**src/rtl/aes_stream_pkg.sv**
```systemverilog
// aes_stream_pkg: shared types and constants for the cipher stream-out path
// Contents: block type codes, block/word widths, the buffered block record
// and a helper that picks one 32-bit word of a block, most significant first.
package aes_stream_pkg;
    localparam logic TYPE_OUT_ENC = 1'b0;
    localparam logic TYPE_OUT_DEC = 1'b1;
    localparam int BLK_W = 128;
    localparam int WORD_W = 32;
    localparam int WORDS_PER_BLK = 4;
    typedef struct packed {
        logic typ;
        logic [BLK_W-1:0] data;
    } blk_t;
    // Word 0 is data[127:96]; ~w turns word index into 32-bit slot index.
    function automatic logic [WORD_W-1:0] word_sel(input blk_t b, input logic [1:0] w);
        return b.data[{~w, 5'd0} +: WORD_W];
    endfunction
endpackage

```
**src/rtl/cipher_out_serializer_blk_fifo.sv**
```systemverilog
// blk_fifo: synchronous FIFO of {type, data} block records
// Ports: clk, rst (sync, active-high); push/wdata write at the tail;
// pop retires the head; head is the oldest entry; level/full/empty report occupancy.
// A push while full is legal only when pop is asserted in the same cycle.
module blk_fifo
    import aes_stream_pkg::*;
#(
    parameter int DEPTH = 4,
    parameter int AW = 2
) (
    input  logic        clk,
    input  logic        rst,
    input  logic        push,
    input  logic        pop,
    input  blk_t        wdata,
    output blk_t        head,
    output logic [AW:0] level,
    output logic        full,
    output logic        empty
);
    blk_t mem [DEPTH];
    logic [AW-1:0] wptr, rptr;
    always_ff @(posedge clk)
        if (push) mem[wptr] <= wdata;
    always_ff @(posedge clk) begin
        if (rst) begin
            wptr <= '0;
            rptr <= '0;
            level <= '0;
        end else begin
            if (push) wptr <= wptr + AW'(1);
            if (pop) rptr <= rptr + AW'(1);
            level <= level + (AW+1)'(push) - (AW+1)'(pop);
        end
    end
    assign head = mem[rptr];
    assign full = level == (AW+1)'(DEPTH);
    assign empty = level == '0;
endmodule

```
**src/rtl/cipher_out_serializer.sv**
```systemverilog
// cipher_out_serializer: buffers 128-bit cipher result blocks and emits them as 32-bit words
// Ports: clk, rst (sync, active-high); vin/tin/din block input without backpressure;
// m_valid/m_ready/m_data/m_type/m_last word output; afull almost-full flag;
// level occupied entries; overflow sticky drop flag cleared by clr_ovf.
module cipher_out_serializer
    import aes_stream_pkg::*;
#(
    parameter int DEPTH = 4,
    parameter int AW = 2,
    parameter int AFULL_FREE = 1
) (
    input  logic         clk,
    input  logic         rst,
    input  logic         vin,
    input  logic         tin,
    input  logic [127:0] din,
    output logic         m_valid,
    input  logic         m_ready,
    output logic [31:0]  m_data,
    output logic         m_type,
    output logic         m_last,
    output logic         afull,
    output logic [AW:0]  level,
    output logic         overflow,
    input  logic         clr_ovf
);
    blk_t head;
    logic full, empty, xfer, pop, push, drop;
    logic [1:0] wcnt;
    logic [AW:0] level_nxt;
    blk_fifo #(.DEPTH(DEPTH), .AW(AW)) u_fifo (
        .clk(clk),
        .rst(rst),
        .push(push),
        .pop(pop),
        .wdata('{typ: tin, data: din}),
        .head(head),
        .level(level),
        .full(full),
        .empty(empty)
    );
    assign m_valid = !empty;
    assign xfer = m_valid && m_ready;
    assign pop = xfer && wcnt == 2'd3;
    // A full buffer still accepts when its head leaves in the same cycle.
    assign push = vin && (!full || pop);
    assign drop = vin && full && !pop;
    assign level_nxt = level + (AW+1)'(push) - (AW+1)'(pop);
    assign m_data = m_valid ? word_sel(head, wcnt) : '0;
    assign m_type = m_valid ? head.typ : TYPE_OUT_ENC;
    assign m_last = m_valid && wcnt == 2'd3;
    always_ff @(posedge clk) begin
        if (rst) begin
            wcnt <= '0;
            overflow <= 1'b0;
            afull <= DEPTH <= AFULL_FREE;
        end else begin
            if (xfer) wcnt <= wcnt + 2'd1;
            overflow <= drop ? 1'b1 : clr_ovf ? 1'b0 : overflow;
            afull <= (DEPTH - int'(level_nxt)) <= AFULL_FREE;
        end
    end
endmodule

```
**config.mk**
```make
export PLATFORM = sky130hd
export DESIGN_NAME = cipher_out_serializer
export DESIGN_NICKNAME = d
export VERILOG_FILES = /design/src/rtl/aes_stream_pkg.sv /design/src/rtl/cipher_out_serializer_blk_fifo.sv /design/src/rtl/cipher_out_serializer.sv
export SDC_FILE = /design/constraint.sdc
export NUM_CORES = 1
export LEC_CHECK = 0
export BUFFER_PORTS_ARGS = -buffer_cell sky130_fd_sc_hd__buf_2
export CAP_MARGIN = 20
export CORE_ASPECT_RATIO = 0.6
export CORE_UTILIZATION = 35
export CTS_CLUSTER_SIZE = 12
export DETAILED_ROUTE_END_ITERATION = 16
export PLACE_DENSITY = 0.64
export SLEW_MARGIN = 20
export SYNTH_ARGS = -nofsm -noshare
export SYNTH_HDL_FRONTEND = slang
export SYNTH_SLANG_ARGS = --single-unit
```
**constraint.sdc**
```tcl
create_clock -name clk -period 4.8 [get_ports clk]
set_input_delay 0.96 -clock clk [delete_from_list [all_inputs] [get_ports clk]]
set_output_delay 0.96 -clock clk [all_outputs]
set_load 0.02 [all_outputs]
```
==> impl_metrics.toml <==
[pwr]
ir_worst_vdd_uv = 240
p_leak_uw = 0.00748
cellPowerDensity_nw_per_um2 = 448

[route]
wirelength_um = 42900
vias_per_cell = 5.02
drc = 0
first_pass_iters = 5
dr_total_vias = 9323
wl_per_cell_um = 23.1
antenna_left = 0
drt-initial-drc-count = 708

[synth]
synth_area_per_cell_um2 = 23.1
synth_nets = 1006
synthTopCellsByArea = "edfxtp_1 78%, mux4_2 14%, a22oi_1 2.3%, dfxtp_1 1.3%, buf_6 0.68%"
ys.flop_type = "edfxtp_1"
yosysTopAreaCell = "edfxtp_1"
yosys.area.top_type_share_pct = 77.6
ys_warn_count = 0
synth_edf_count = 516
synth-seq-area-share_pct = 78.9
synth.most_common_cell = "edfxtp_1"
ys_async_sr_fraction_pct = 0
synthDistinctLibCells = 37
synth_seq_cells = 529
synth_common_cells = "516 x edfxtp_1, 126 x mux4_2, 61 x a22oi_1, 35 x nand2_1, 20 x clkbuf_1"
synth_cells = 865
synth_area_um2 = 20000

[sta]
period_share_pct = 81.6
finalSetupViolCount = 0
maxSlewViolCount = 0
fmaxAchievable_ghz = 0.255
skew_ns = 0.0133
finalCriticalPeriod_ns = 3.92
tightest_slew_ns = 1.08
hold_viol_final = 0
slew_headroom_pct = 27.9
rsz0062_at_grt = "false"
fin_setup_tns_ns = 0

[clock_network]
tritoncts = "yes"
post-cts-setup-buffers = 0
clkTransAtPathRegs_ns = 0.06
cts_resized = 0
ctsHoldBuffers = 0
cts_sinks = 529
cts-buffers-inserted = 52
clk_latency_ns = 0.58
clock_tree.buffer_depth = 3
root_buffer = "clkbuf_16"
htree_levels = 2

[critical_path]
crit_path_cell_trace = "buf_4 > mux4_2 > a22oi_1 > nand2_1 > buf_2"
max_stage_delay_ns = 0.74
crit_type = "register to output port"
crit_arrival_ns = 2.96
cpMaxStageDelayCell = "dfxtp_4"
cp_max_fo = 29
crit_required_ns = 3.84
reg2reg_depth = 5
crit_path_end_kind = "output port"
startpoint_type = "register"

[placed_design]
portBuffers = 173
place_area_um2 = 21800
dp_hpwl_um = 25400
gp_congestion = 0.695

[floorplanning]
io_pins = 174
core-area_um2 = 56100
rows = 67
fp.dieH_um = 187
die-area_um2 = 58000
initial_core_util_pct = 35.6
fp.dieW_um = 310

[status]
status = "completed"

[min_path]
holdPathStages = 2
hold_path_class = "register to register"

[grt]
grt-ovfl-total = 0
grt_pass1_vias = 9780
grt_start_max_net_pins = 130
grt_use_total_pct = 14.9
grt_pass1_wl_um = 63600
grt_antenna_before_repair = 22

[job]
max-cap-violations = 0

[layout]
fill_cells = 4906
final_layout_size_suffix_gt1_share_pct = 36.2
nets = 1209
area_growth_pct = 16.5
finalInstanceArea_um2 = 23300
-- worst max-delay path, delay by kind of cell (launching register included) --
kind | cells | cell delay (ns)
DFF | 1 | 0.74
buffers and inverters | 2 | 0.60
muxes | 1 | 0.54
AOI/OAI and AO/OA | 1 | 0.38
and+or+nand+nor | 1 | 0.10
-- cells in the final DEF (no fill, tap or decap), types with 2 or more instances in the layout --
cell	count
nand3b_1	2
clkinv_1	6
nand2_1	35
o31ai_1	2
buf_12	8
xor2_1	3
ha_1	6
nand4_1	2
a22oi_1	61
clkinv_8	3
dfxtp_1	11
o21ai_0	3
mux2i_1	6
edfxtp_1	516
dfxtp_4	2
mux4_2	126
inv_1	4
a21oi_1	4
and2_4	4
a21o_1	2
clkbuf_1	9
nor2_1	8
clkinv_2	3
and2_1	3
nor3_1	2
buf_2	173
buf_4	13
clkbuf_16	52
diode_2	11
-- state kept, by name, summed over array words and instances (netlist names), named ones only --
register      cells
u_fifo.level      3
u_fifo.mem      516
overflow          1
u_fifo.wptr       2
u_fifo.rptr       2
wcnt              2
afull             1
-- metal layers --
layer,vias up,part of all wire (%),global-route usage [%]
li1,4090,-,-
met1,4882,47,22.0
met2,252,43,21.2
met3,79,8.2,5.22
met4,20,1.5,3.26
met5,-,0.29,0
-- metrics by stage --
step / total power, uW / setup WS (ns) / hold slack, ns / instances / utilization [%]
2_1_floorplan: 6400 / 1.30 / 0.472 / 865 / -
3_3_place_gp: 6930 / 1.39 / 0.459 / 1773 / 38.9
3_5_place_dp: 6960 / 1.42 / 0.493 / 1773 / 38.9
4_1_cts: 10600 / 0.771 / 0.503 / 1847 / 41.4
5_1_grt: 10800 / 0.654 / 0.520 / 1849 / 41.4
6_report: 10400 / 0.883 / 0.496 / 1858 / 41.5
-- power by group --
part           internal, uW  switching, uW
clock network          1950           1620
registers              5510           97.7
logic                   420            814
-- path summary, 6_finish.rpt --
kind	endpoint	from	slack (ns)
max	m_data[28]	register	0.88
min	overflow	overflow	0.50
max reg2reg	u_fifo.mem[2][26]	wcnt[0]	1.80
min reg2reg	overflow	overflow	0.50
-- final cells by class --
class / count / area [um^2] / share of cell area (%)
timing repair buffer: 194 / 1120 / 4.83
clock inverter: 13 / 93.8 / 0.404
antenna: 11 / 27.5 / 0.118
sequential: 529 / 15800 / 67.8
tap: 759 / 950 / 4.08
inverter: 5 / 18.8 / 0.0807
clock buffer: 61 / 1340 / 5.74
multi-input combinational: 286 / 3940 / 17.0
-- kinds of logic (layout without fill, tap and decap cells) --
kind of cell	Yosys count	after routing	synth area share (%)
compound gates	77	77	2.86
xor+xnor	4	4	0.176
fa+ha+maj	7	7	0.476
buf+inv	50	273	1.47
flops	529	529	78.9
mux	133	133	14.6
other cells	0	11	0
simple gates	65	65	1.53
Note: power is estimated with default switching activity, not from simulation.
